===== config.mk =====
export PLATFORM = sky130hd
export DESIGN_NAME = dp_cu_arbiter
export DESIGN_NICKNAME = d
export VERILOG_FILES = /design/src/rtl/dp_cu_arbiter_pkg.sv /design/src/rtl/dp_cu_arbiter_rr_arb2.sv /design/src/rtl/dp_cu_arbiter.sv
export SDC_FILE = /design/constraint.sdc
export NUM_CORES = 1
export LEC_CHECK = 0
export ABC_AREA = 1
export ABC_CLOCK_PERIOD_IN_PS = 2200
export BUFFER_PORTS_ARGS = -buffer_cell sky130_fd_sc_hd__buf_2
export CAP_MARGIN = 20
export CORE_MARGIN = 8
export CORE_UTILIZATION = 50
export CTS_BUF_LIST = sky130_fd_sc_hd__clkbuf_16
export CTS_CLUSTER_SIZE = 20
export DETAILED_ROUTE_END_ITERATION = 8
export HOLD_SLACK_MARGIN = 0.05
export PLACE_DENSITY = 0.81
export RECOVER_POWER = 50
export SLEW_MARGIN = 20
export SYNTH_ARGS = -nofsm -noshare
export SYNTH_HDL_FRONTEND = slang
export SYNTH_SLANG_ARGS = --single-unit

===== constraint.sdc =====
create_clock -name clk -period 2.2 [get_ports clk]
set_clock_uncertainty 0.2 [all_clocks]
set_input_delay 0.11 -clock clk [delete_from_list [all_inputs] [get_ports clk]]
set_output_delay 0.11 -clock clk [all_outputs]
set_load 0.01 [all_outputs]

===== src/rtl/dp_cu_arbiter_pkg.sv =====
// Shared definitions for the DP_CU arbiter: widths, opcodes and FSM encoding.
package dp_pkg;
   localparam int W   = 3;
   localparam int OPW = 2;

   localparam logic [OPW-1:0] OP_ADD = 2'b00;
   localparam logic [OPW-1:0] OP_SUB = 2'b01;
   localparam logic [OPW-1:0] OP_AND = 2'b10;
   localparam logic [OPW-1:0] OP_XOR = 2'b11;

   typedef enum logic [1:0] {
      IDLE = 2'd0,
      WAIT = 2'd1,
      RESP = 2'd2
   } state_e;
endpackage


===== src/rtl/dp_cu_arbiter_rr_arb2.sv =====
// Two-way round-robin pick: combinational grant, last-grant pointer advanced on en_i.
module rr_arb2 (
   input  logic       clk,
   input  logic       rst_n,
   input  logic [1:0] req_i,
   input  logic       en_i,
   output logic       gnt_o
);
   logic last_q, last_d;

   always_comb begin
      gnt_o = 1'b0;
      unique case (req_i)
         2'b10:   gnt_o = 1'b1;
         2'b11:   gnt_o = ~last_q;
         default: gnt_o = 1'b0;
      endcase
      last_d = en_i ? gnt_o : last_q;
   end

   // Pointer starts at 1 so that port 0 wins the first tie.
   always_ff @(posedge clk or negedge rst_n) begin
      if (!rst_n) last_q <= 1'b1;
      else        last_q <= last_d;
   end
endmodule


===== src/rtl/dp_cu_arbiter.sv =====
// Shares one DP_CU between two requesters: round-robin launch, go/done sequencing,
// registered per-port results with a one-cycle ack, and a watchdog on missing done.
module dp_cu_arbiter
   import dp_pkg::*;
#(
   parameter int MAX_WAIT = 12
) (
   input  logic           clk,
   input  logic           rst_n,
   input  logic           req0_i,
   input  logic           req1_i,
   input  logic [OPW-1:0] op0_i,
   input  logic [OPW-1:0] op1_i,
   input  logic [W-1:0]   a0_i,
   input  logic [W-1:0]   b0_i,
   input  logic [W-1:0]   a1_i,
   input  logic [W-1:0]   b1_i,
   output logic           ack0_o,
   output logic           ack1_o,
   output logic [W-1:0]   res0_o,
   output logic [W-1:0]   res1_o,
   output logic           dp_go_o,
   output logic [OPW-1:0] dp_op_o,
   output logic [W-1:0]   dp_in1_o,
   output logic [W-1:0]   dp_in2_o,
   input  logic           dp_done_i,
   input  logic [W-1:0]   dp_out_i,
   output logic           busy_o,
   output logic           timeout_o
);
   localparam logic [3:0] CNT_LAST = 4'(MAX_WAIT - 1);

   state_e         state_q, state_d;
   logic           grant_q, grant_d;
   logic [3:0]     cnt_q, cnt_d;
   logic [OPW-1:0] op_q, op_d;
   logic [W-1:0]   in1_q, in1_d, in2_q, in2_d;
   logic [W-1:0]   res0_q, res0_d, res1_q, res1_d;
   logic           to_q, to_d;
   logic           win, launch;

   // A done still asserted from the previous job blocks a new launch.
   assign launch = (state_q == IDLE) && (req0_i || req1_i) && !dp_done_i;

   rr_arb2 u_arb (
      .clk   (clk),
      .rst_n (rst_n),
      .req_i ({req1_i, req0_i}),
      .en_i  (launch),
      .gnt_o (win)
   );

   always_comb begin
      state_d = state_q;
      grant_d = grant_q;
      cnt_d   = cnt_q;
      op_d    = op_q;
      in1_d   = in1_q;
      in2_d   = in2_q;
      res0_d  = res0_q;
      res1_d  = res1_q;
      to_d    = to_q;
      unique case (state_q)
         IDLE: begin
            if (launch) begin
               op_d    = win ? op1_i : op0_i;
               in1_d   = win ? a1_i  : a0_i;
               in2_d   = win ? b1_i  : b0_i;
               grant_d = win;
               cnt_d   = 4'd0;
               state_d = WAIT;
            end
         end
         WAIT: begin
            cnt_d = cnt_q + 4'd1;
            // done takes priority over a simultaneous watchdog expiry
            if (dp_done_i) begin
               if (grant_q) res1_d = dp_out_i;
               else         res0_d = dp_out_i;
               state_d = RESP;
            end else if (cnt_q == CNT_LAST) begin
               if (grant_q) res1_d = '0;
               else         res0_d = '0;
               to_d    = 1'b1;
               state_d = RESP;
            end
         end
         RESP:    state_d = IDLE;
         default: state_d = IDLE;
      endcase
   end

   always_ff @(posedge clk or negedge rst_n) begin
      if (!rst_n) begin
         state_q <= IDLE;
         grant_q <= 1'b0;
         cnt_q   <= 4'd0;
         op_q    <= '0;
         in1_q   <= '0;
         in2_q   <= '0;
         res0_q  <= '0;
         res1_q  <= '0;
         to_q    <= 1'b0;
      end else begin
         state_q <= state_d;
         grant_q <= grant_d;
         cnt_q   <= cnt_d;
         op_q    <= op_d;
         in1_q   <= in1_d;
         in2_q   <= in2_d;
         res0_q  <= res0_d;
         res1_q  <= res1_d;
         to_q    <= to_d;
      end
   end

   assign dp_go_o   = (state_q == WAIT);
   assign ack0_o    = (state_q == RESP) && !grant_q;
   assign ack1_o    = (state_q == RESP) &&  grant_q;
   assign busy_o    = (state_q != IDLE);
   assign dp_op_o   = op_q;
   assign dp_in1_o  = in1_q;
   assign dp_in2_o  = in2_q;
   assign res0_o    = res0_q;
   assign res1_o    = res1_q;
   assign timeout_o = to_q;
endmodule


Word-level counts from Yosys, hierarchy flattened
Cells that the tools add are included.
{"block": "classes", "div_mod_pow": 0, "eq_ne": 7, "reduce_logical": 17, "muxes": 18, "mul": 0, "bitwise_logic": 3, "add_sub_neg": 1, "n_shift": 0, "order_cmp": 0}
{"cell": "two-way mux 3 bit", "count": 10}
{"cell": "AND reduction 3 bit", "count": 3}
{"cell": "two-way mux 2 bit", "count": 4}
{"cell": "one-hot mux 4 bit (2 select lines)", "count": 1}
{"cell": "equality test 2 bit (second input constant)", "count": 3}
{"cell": "AND reduction 2 bit", "count": 3}
{"cell": "nonzero test 2 bit", "count": 3}
{"cell": "adder 4 x 1 -> 4 bit (second input constant)", "count": 1}
{"cell": "equality test 4 bit (second input constant)", "count": 1}
{"cell": "logical AND 1 bit", "count": 4}
{"cell": "two-way mux 4 bit", "count": 1}
{"cell": "one-hot mux 2 bit (2 select lines)", "count": 1}
{"cell": "!= test 3 x 1 -> 1 bit (second input constant)", "count": 1}
{"cell": "NOT 1 bit", "count": 3}
{"cell": "equality test 2 x 1 -> 1 bit (second input constant)", "count": 1}
{"cell": "logical NOT 1 bit", "count": 2}
{"cell": "logical NOT 2 bit", "count": 1}
{"cell": "!= test 2 x 1 -> 1 bit (second input constant)", "count": 1}
{"cell": "one-hot mux 1 bit (2 select lines)", "count": 1}
{"cell": "logical OR 1 bit", "count": 1}
{"block": "word_totals", "out_inout_bits": 19, "latchBits": 0, "reg_bits": 23, "memories": 0, "romBits": 0, "ramBits": 0}

Depth between registers and ports, before layout
Gate-level depths: netlist of run 1.
{"block": "depth", "ltp_word": 5, "mapped_depth": 7, "ltp_nobuf": 6}

Cells and area by module
Synthesis of run 1 repeated with hierarchy kept, for this count alone.
{"block": "unflattened", "hier_cells": 126, "area_unflattened_um2": 1103.6}
{"mod": "dp_cu_arbiter", "cells_each": 119, "area_per_inst_um2": 1051.0, "seq_area_each_um2": 550.5, "n_inst": 1}
{"mod": "rr_arb2", "cells_each": 7, "area_per_inst_um2": 52.6, "seq_area_each_um2": 26.3, "n_inst": 1}

Worst setup path before layout of run 1
No wires, ideal clock.
{"block": "synth_path", "path_kind": "flip-flop to flip-flop", "start": "register cnt_q[0]", "end": "register cnt_q[2]", "n_path_buf": 0, "path_slack_ps": 872, "period_less_slack_ps": 1328, "path_stages_with_launch": 5, "setup_time_ps": 121, "t_arrival_ps": 1007, "cell_sequence": "dfrtp_1 ha_1 or2_2 nand3_1 o21ai_1"}
{"block": "synth_via", "elab_chain_len": 2}
{"element": "from (decl)", "line": "dp_cu_arbiter.sv:35", "text": "logic [3:0] cnt_q, cnt_d;"}
{"element": "from (signal assigned)", "line": "dp_cu_arbiter.sv:107", "text": "cnt_q <= cnt_d;"}
{"element": "adder 4 x 1 -> 4 bit", "line": "dp_cu_arbiter.sv:75", "text": "cnt_d = cnt_q + 4'd1;"}
{"element": "one-hot mux 4 bit (2 select lines)", "line": "dp_cu_arbiter.sv:63", "text": "unique case (state_q)"}
Every way passes these cells.
A chain may end at the register's enable or synchronous reset.

Final worst setup path of run 1
{"block": "layout_path", "start": "register u_arb.last_q", "end": "register in2_q[2], in the netlist dp_in2_o[2]"}
{"block": "layout_via", "elab_chain_len": 3}
{"element": "from (decl)", "line": "dp_cu_arbiter_rr_arb2.sv:9", "text": "logic last_q, last_d;"}
{"element": "from (signal assigned)", "line": "dp_cu_arbiter_rr_arb2.sv:24", "text": "else last_q <= last_d;"}
{"element": "NOT 1 bit", "line": "dp_cu_arbiter_rr_arb2.sv:15", "text": "2'b11: gnt_o = ~last_q;"}
{"element": "one-hot mux 1 bit (2 select lines)", "line": "dp_cu_arbiter_rr_arb2.sv:13", "text": "unique case (req_i)"}
{"element": "two-way mux 3 bit", "line": "dp_cu_arbiter.sv:68", "text": "in2_d = win ? b1_i : b0_i;"}
{"element": "to (signal assigned)", "line": "dp_cu_arbiter.sv:110", "text": "in2_q <= in2_d;"}
{"element": "to (decl)", "line": "dp_cu_arbiter.sv:37", "text": "logic [W-1:0] in1_q, in1_d, in2_q, in2_d;"}
Every way passes these cells.

==> flow_summary.yaml, run 1 <==
timing:
  layout_min_cycle_time_ns: 1.925
  setup_slack_ns: 0.2751
  relSlewSlack: 0.1997
  clock.fmax_mhz: 519.5
  worst_slew_pin_slew_ns: 1.200
  rsz0062_at_grt: "false"
  final.setup.tns_ns: 0
  setup_violations: 0
  hold_violations: 0
  post-route-period-util: 0.8750
  final_max_slew_viol_count: 0
cells_and_area:
  final_common_cell: "nand2_1"
  nets: 229
  final_cell_mix: "nand2_1 (61), buf_2 (32), dfrtp_1 (22), dlygate4sd3_1 (22), nand3_1 (15)"
  post-route-util: 0.7474
  area_delta_synth_final_pct: 44.80
  layout-drive-gt1-share: 0.2365
  antenna_cells: 0
  multiInputGateArea_um2: 475.5
  final_area_mm2: 0.001622
  seq_area_um2: 576.8
  n_fill_cell: 168
power_and_ir_drop:
  total_power_mw: 1.778
  powerDensity_mw_per_mm2: 1096
  ir_drop_uv: 576.1
  p_leak_nw: 0.8800
clock_tree:
  clock_latency_ns: 0.25
  numClockSinks: 23
  postCtsSetupRepairBufs: 0
  cts_resized: 0
  cts_tree: "yes"
  h-tree-depth: 1
  clkSlewWorstSetupHoldPaths_ns: 0.06
  cts-root-buf: "clkbuf_16"
  clock_path_buffers: 2
  cts_buffers: 3
  hold_buffers: 22
logic_synthesis:
  yosys.area.top_type_share: 0.4916
  ys_ff_latch: 23
  synthesis.area_mm2: 0.001120
  synth.area.top_cells: "dfrtp_1 (49%), nand2_1 (20%), nand3_1 (6.7%)"
  syn_inst: 138
  synth_cell_types: 20
  syn_nets: 163
  ys_warn_count: 0
  synth_area_leader_cell: "dfrtp_1"
  postSynthAreaPerCell_um2: 8.115
  yosysSeqAreaShare: 0.5151
global_route:
  grt_pass1_vias: 1157
  met2_usage: 0.2788
  gr-max-usage-layer: "met2"
  grt_start_max_net_pins: 24
  gr-total-overflow: 0
  met1_usage: 0.1616
  met3_usage: 0.06360
  track_usage: 0.1529
  antenna_found_initial: 0
  grt_pass1_wl_um: 5085
hold_path:
  hold_class: "input pin to register"
floorplan:
  io_pins: 43
  start_util: 0.5161
  die_area_mm2: 0.004010
  core_mm2: 0.002170
  fp.dieH_um: 63.33
  rows: 17
  fp.dieW_um: 63.33
worst_setup_path:
  crit_path_frequent_cell: "nand2_1"
  crit_path_top_delay_cell: "dfstp_2"
  path_class: "register to register"
  crit_fanout: 10
  crit_path_cell_trace: "nand2_2, nand2_2, nand2_1, nand2_1, dlygate4sd3_1, nand2_1, nand2_1"
  path_buf_inv: 1
  worstSetupEndpointType: "register"
  cp.required_ns: 2.19
  crit_family: "simple AND/OR/NAND/NOR gates"
  startpoint_type: "register"
  arrival_ns: 1.92
  cp_slowest_stage_delay_ns: 0.55
place:
  port_buffers: 42
  routabilityCongestion: 0.7802
  placed_cell_area_mm2: 0.001335
  hpwl_um: 2086
  place_ws_ns: 0.7767
route:
  route.antenna.remaining_nets: 0
  dr.pass1.iters: 4
  wl_um: 3202
  first_iter_violations: 27
  route.detailed.drc: 0
  viasPerCell: 5.160
  dr_total_vias: 1192
  wl_per_cell_um: 13.86
job:
  maxCapViolCount: 0
run_status:
  status: "complete, no violations"
worst reg2reg max path, cell delays in order, from the launching register on:
cell and delay, ns:
dfstp_2 0.55, nand2_2 0.12, nand2_2 0.20, nand2_1 0.07
nand2_1 0.05, dlygate4sd3_1 0.54, nand2_1 0.06, nand2_1 0.06
metal layers:
layer  part of all wire  wire length [um]
met1               0.40              1294
met5                  0                 0
met3              0.085               273
met2               0.50              1617
met4             0.0053                17
sequential cells by signal, indices dropped and copies added, names as in the netlist:
signal / flops
dp_in1_o: 3
state_q: 2
res0_o: 3
timeout_o: 1
dp_op_o: 2
cnt_q: 4
grant_q: 1
u_arb.last_q: 1
res1_o: 3
dp_in2_o: 3
logic make-up after synthesis:
logic type                 share of synthesized area
adders and majority gates                    0.01117
and+or+nand+nor                               0.3721
DFF                                           0.5151
buffers and inverters                        0.06033
AOI/OAI and AO/OA                            0.04134
worst paths after layout:
kind                         startpoint            to  slack [ns]  depth (start not counted)
hold reg to reg               res1_o[2]     res1_o[2]        0.27                          2
setup reg to reg           u_arb.last_q   dp_in2_o[2]        0.28                          7
setup / recovery           u_arb.last_q   dp_in2_o[2]        0.28                          7
hold / removal                   req1_i  u_arb.last_q        0.17                          3
min in group asynchronous         rst_n      cnt_q[3]        0.42                          2
max in group asynchronous         rst_n   dp_in1_o[1]        0.66                          2
cell usage after synthesis:
library cell / n
nand2_1: 61
dfrtp_1: 22
nand3_1: 15
nand4_1: 7
inv_1: 6
inv_2: 4
nand2_2: 4
o21ai_0: 3
a21oi_1: 2
buf_6: 2
nor3_1: 2
o21ai_1: 2
buf_4: 1
dfstp_2: 1
ha_1: 1
nand3_4: 1
nor2_1: 1
nor2_2: 1
o21bai_2: 1
or2_2: 1
where the power goes:
part / leakage (nW) / internal, mW / total, mW / switching (mW)
Clock: 0.0423 / 0.242 / 0.379 / 0.137
Sequential: 0.289 / 0.607 / 0.743 / 0.137
Combinational: 0.548 / 0.268 / 0.655 / 0.387
stage by stage:
step	std cells	hold WS, ns
2_1_floorplan	138	-0.3856
3_3_place_gp	205	-0.1031
3_5_place_dp	205	-0.08702
4_1_cts	231	0.1427
5_1_grt	231	0.2124
6_report	231	0.1665
area by class of cell:
class / count / area share
clock buffers: 3 / 0.04630
inverters: 10 / 0.02315
clock inverters: 1 / 0.002315
repair buffers: 64 / 0.2577
well taps: 28 / 0.02160
multi-input cells: 102 / 0.2932
flip-flops and latches: 23 / 0.3557
Note: power is estimated with default switching activity, not from simulation.
==> run 2: changes to the inputs <==
--- a/config.mk
+++ b/config.mk
@@ -10,12 +10,12 @@
 export BUFFER_PORTS_ARGS = -buffer_cell sky130_fd_sc_hd__buf_2
 export CAP_MARGIN = 20
 export CORE_MARGIN = 8
-export CORE_UTILIZATION = 50
+export CORE_UTILIZATION = 40
 export CTS_BUF_LIST = sky130_fd_sc_hd__clkbuf_16
 export CTS_CLUSTER_SIZE = 20
 export DETAILED_ROUTE_END_ITERATION = 8
 export HOLD_SLACK_MARGIN = 0.05
-export PLACE_DENSITY = 0.81
+export PLACE_DENSITY = 0.67
 export RECOVER_POWER = 50
 export SLEW_MARGIN = 20
 export SYNTH_ARGS = -nofsm -noshare
==> run 2 against run 1 <==
Routed wire length decreased by 8.7%. Cell count grew 2.2%. Global-route usage is 1.9 points lower. Power shrank 0.78%. Largest cell class unchanged. Highest routed layer unchanged.
==> flow_summary.yaml, run 2 (synthesis gave the netlist of run 1 again) <==
floorplan:
  io_pins: 43
  die_area_mm2: 0.004749
  fp.dieW_um: 68.91
  rows: 19
  core_mm2: 0.002710
  start_util: 0.4132
  fp.dieH_um: 68.91
route:
  viasPerCell: 4.771
  first_iter_violations: 25
  wl_um: 2924
  route.antenna.remaining_nets: 0
  dr.pass1.iters: 5
  route.detailed.drc: 0
  wl_per_cell_um: 12.39
  dr_total_vias: 1126
worst_setup_path:
  arrival_ns: 1.87
  crit_path_frequent_cell: "nand2_1"
  crit_path_cell_trace: "nand2_2, nand2_2, nand2_1, nand2_1, dlygate4sd3_1, nand2_1, nand2_1"
  path_class: "register to register"
  cp_slowest_stage_delay_ns: 0.55
  worstSetupEndpointType: "register"
  startpoint_type: "register"
  crit_fanout: 10
  cp.required_ns: 2.19
  crit_path_top_delay_cell: "dlygate4sd3_1"
clock_tree:
  cts_buffers: 3
  numClockSinks: 23
  clkSlewWorstSetupHoldPaths_ns: 0.06
  cts-root-buf: "clkbuf_16"
  h-tree-depth: 1
  cts_resized: 0
  clock_path_buffers: 2
  cts_tree: "yes"
  clock_latency_ns: 0.25
place:
  dpl.cell_count: 208
  hpwl_um: 2068
  port_buffers: 42
  routabilityCongestion: 0.7533
cells_and_area:
  layout.cells.non_filler: 236
  layout-drive-gt1-share: 0.2390
  final_common_cell: "nand2_1"
  largest_register: "cnt_q"
  largest_register_ffs: 4
  nets: 231
  n_fill_cell: 257
  area_delta_synth_final_pct: 47.04
  antenna_cells: 0
  final_cell_mix: "nand2_1 (61), buf_2 (32), dlygate4sd3_1 (24)"
global_route:
  gr-total-overflow: 0
  grt_pass1_vias: 1173
  grt_start_max_net_pins: 24
  track_usage: 0.1339
  antenna_found_initial: 0
  grt_pass1_wl_um: 4968
power_and_ir_drop:
  total_power_mw: 1.764
  p_leak_nw: 0.8818
  ir_drop_uv: 762.8
  powerDensity_mw_per_mm2: 1071
run_status:
  status: "complete, no violations"
timing:
  final_max_slew_viol_count: 0
  worst_hold_slack_ns: 0.1100
  hold_violations: 0
  clock.fmax_mhz: 533.7
  post-route-period-util: 0.8517
  layout_min_cycle_time_ns: 1.874
  final.setup.tns_ns: 0
  setup_violations: 0
  relSlewSlack: 0.2102
  worst_slew_pin_slew_ns: 1.185
  rsz0062_at_grt: "false"
hold_path:
  hold_class: "input pin to register"
job:
  maxCapViolCount: 0
## run 2: timing repair
action,in CTS,in global routing
buffers inserted,0,0
hold buffers,24,0
hold endpoints to repair,38,0
## run 2: stage by stage
stage                     worst slack, ns  area [um2]    util
final                              0.3263        1647  0.6076
after global placement             0.8294        1339  0.4940
after detailed placement           0.7761        1339  0.4940
after CTS                          0.3284        1659  0.6122
after global routing               0.2169        1647  0.6076
after floorplan                    0.8718        1120       -
## run 2: final cells by class
cell class | instances | area [um2] | share of cell area
inverters | 10 | 37.54 | 0.02280
multi-input cells | 102 | 475.5 | 0.2888
repair buffers | 66 | 437.9 | 0.2660
clock inverters | 1 | 5.005 | 0.003040
clock buffers | 3 | 75.07 | 0.04559
flip-flops and latches | 23 | 576.8 | 0.3503
well taps | 31 | 38.79 | 0.02356
## run 2: worst paths after layout
path	slack [ns]	from	end	cells past startpoint
hold / removal	0.11	req1_i	u_arb.last_q	3
setup reg to reg	0.33	u_arb.last_q	dp_in2_o[2]	7
setup / recovery	0.33	u_arb.last_q	dp_in2_o[2]	7
min in group asynchronous	0.42	rst_n	state_q[0]	2
max in group asynchronous	0.67	rst_n	res0_o[0]	2
hold reg to reg	0.27	res1_o[0]	res1_o[0]	2
## run 2: where the power goes
group          total, mW  internal [mW]  switching (mW)
combinational      0.645          0.272           0.373
clock              0.386          0.244           0.142
sequential         0.733          0.606           0.127
total               1.76           1.12           0.642
## run 2: critical path: cells and delay by family (launching register included)
family	cells	cell delay [ns]
buffers and inverters	1	0.55
and+or+nand+nor	6	0.54
DFF	1	0.54
## run 2: routing by layer
metal  part of all wire  vias to the layer above  global-route usage
li1                   -                      580                   -
met1               0.43                      509              0.1499
met2               0.48                       35              0.2382
met3              0.081                        2             0.04200
met4             0.0082                        0             0.03759
met5                  0                        -                   0
==> run 3: changes to the inputs <==
--- a/config.mk
+++ b/config.mk
@@ -17,6 +17,7 @@
 export HOLD_SLACK_MARGIN = 0.05
 export PLACE_DENSITY = 0.67
 export RECOVER_POWER = 50
+export REMOVE_ABC_BUFFERS = 1
 export SLEW_MARGIN = 20
 export SYNTH_ARGS = -nofsm -noshare
 export SYNTH_HDL_FRONTEND = slang
==> run 3 against run 2 <==
Non-clock buffer count fell by 1. Final area fell by 0.68%. Count of clock-buffer cells in the layout did not move. Power fell by 0.18%. Worst setup slack got worse by 0.011 ns. Worst hold slack improved by 0.0014 ns. Fmax fell by 0.60%. Via count rose by 2.1%. Global-route usage rose by 0.37 points. Sequential cell count did not move.
==> flow_summary.yaml, run 3 (synthesis gave the netlist of run 1 again) <==
worst_setup_path:
  arrival_ns: 1.88
  crit_fanout: 10
  cp.required_ns: 2.19
  r2r-start: "u_arb.last_q"
  worstSetupEndpointType: "register"
  reg2reg_slack_ns: 0.32
  ff2ff_path_depth: 7
  timing.rr.end: "dp_in1_o[2]"
  crit_end: "dp_in1_o[2]"
  crit_start: "u_arb.last_q"
  path_class: "register to register"
  startpoint_type: "register"
cells_and_area:
  post-route-util: 0.6034
  layout-drive-gt1-share: 0.2353
  final_common_cell: "nand2_1"
  final_cell_mix: "nand2_1 (61), buf_2 (32), dlygate4sd3_1 (23)"
  largest_register_ffs: 4
  nets: 230
  layout.cells.non_filler: 235
  multiInputGateArea_um2: 475.5
  final_area_mm2: 0.001635
  largest_register: "cnt_q"
  n_fill_cell: 239
  seq_area_um2: 576.8
  area_delta_synth_final_pct: 46.03
  antenna_cells: 0
global_route:
  antenna_found_initial: 0
  grt_start_max_net_pins: 24
  track_usage: 0.1376
  grt_pass1_vias: 1213
  grt_pass1_wl_um: 5050
  gr-total-overflow: 0
place:
  place_ws_ns: 0.7475
  hpwl_um: 2098
  routabilityCongestion: 0.7753
  placed_cell_area_mm2: 0.001339
  dpl.cell_count: 208
  port_buffers: 42
route:
  viasPerCell: 4.894
  dr.pass1.iters: 6
  wl_um: 2905
  route.detailed.drc: 0
  dr_total_vias: 1150
  first_iter_violations: 40
  wl_per_cell_um: 12.36
  route.antenna.remaining_nets: 0
clock_tree:
  clock_latency_ns: 0.25
  cts_tree: "yes"
  h-tree-depth: 1
  hold_buffers: 23
  clock_path_buffers: 2
  numClockSinks: 23
  cts_resized: 0
  cts_buffers: 3
  postCtsSetupRepairBufs: 0
  cts-root-buf: "clkbuf_16"
  clkSlewWorstSetupHoldPaths_ns: 0.06
floorplan:
  core_mm2: 0.002710
  fp.dieH_um: 68.91
  die_area_mm2: 0.004749
  start_util: 0.4132
  rows: 19
  io_pins: 43
  fp.dieW_um: 68.91
timing:
  layout_min_cycle_time_ns: 1.885
  setup_slack_ns: 0.3150
  final.setup.tns_ns: 0
  setup_violations: 0
  relSlewSlack: 0.1999
  post-route-period-util: 0.8568
  hold_violations: 0
  final_max_slew_viol_count: 0
  worst_slew_pin_slew_ns: 1.200
  worst_hold_slack_ns: 0.1114
  clock.fmax_mhz: 530.5
  rsz0062_at_grt: "false"
hold_path:
  hold_class: "input pin to register"
power_and_ir_drop:
  p_leak_nw: 0.8824
  powerDensity_mw_per_mm2: 1077
  ir_drop_uv: 677.9
  total_power_mw: 1.761
job:
  maxCapViolCount: 0
run_status:
  status: "complete, no violations"
run 3: changes by cell type in the layout (fill, tap and decap cells not counted):
cell           before  now
inv_1               6    7
dlygate4sd3_1      24   23
clkinv_2            1    0
run 3: cell type report:
type,instances,share of cell area
clock buffer,3,0.04591
clock inverter,1,0.002295
inverter,10,0.02295
multi-input combinational,102,0.2907
sequential,23,0.3527
tap,31,0.02372
timing repair buffer,65,0.2617
run 3: worst max-delay path, cell delays in order (launching register included):
cell	delay (ns)
dfstp_2	0.54
nand2_2	0.12
nand2_2	0.18
nand2_1	0.08
nand2_1	0.06
dlygate4sd3_1	0.55
nand2_1	0.05
nand2_1	0.05
run 3: where the power goes:
group	switching (mW)	internal [mW]	leakage (nW)
Combinational	0.374	0.270	0.551
Clock	0.142	0.242	0.0423
Sequential	0.126	0.606	0.289
Total	0.642	1.12	0.882
run 3: worst min-delay path by stage:
stage | from | to | slack, ns | cells past startpoint
CTS | req1_i | u_arb.last_q | 0.11 | 3
floorplan | rst_n | cnt_q[0] | -0.39 | 0
finish | req1_i | u_arb.last_q | 0.11 | 3
detailed placement | rst_n | cnt_q[2] | -0.08 | 1
global route | req1_i | u_arb.last_q | 0.19 | 3
global placement | rst_n | cnt_q[2] | -0.09 | 1
run 3: metal layers:
layer,routed length (um),track usage,up-vias
met5,0,0,-
met4,52,0.05764,0
met3,345,0.05977,7
met2,1295,0.2244,51
met1,1212,0.1539,517
li1,-,-,575
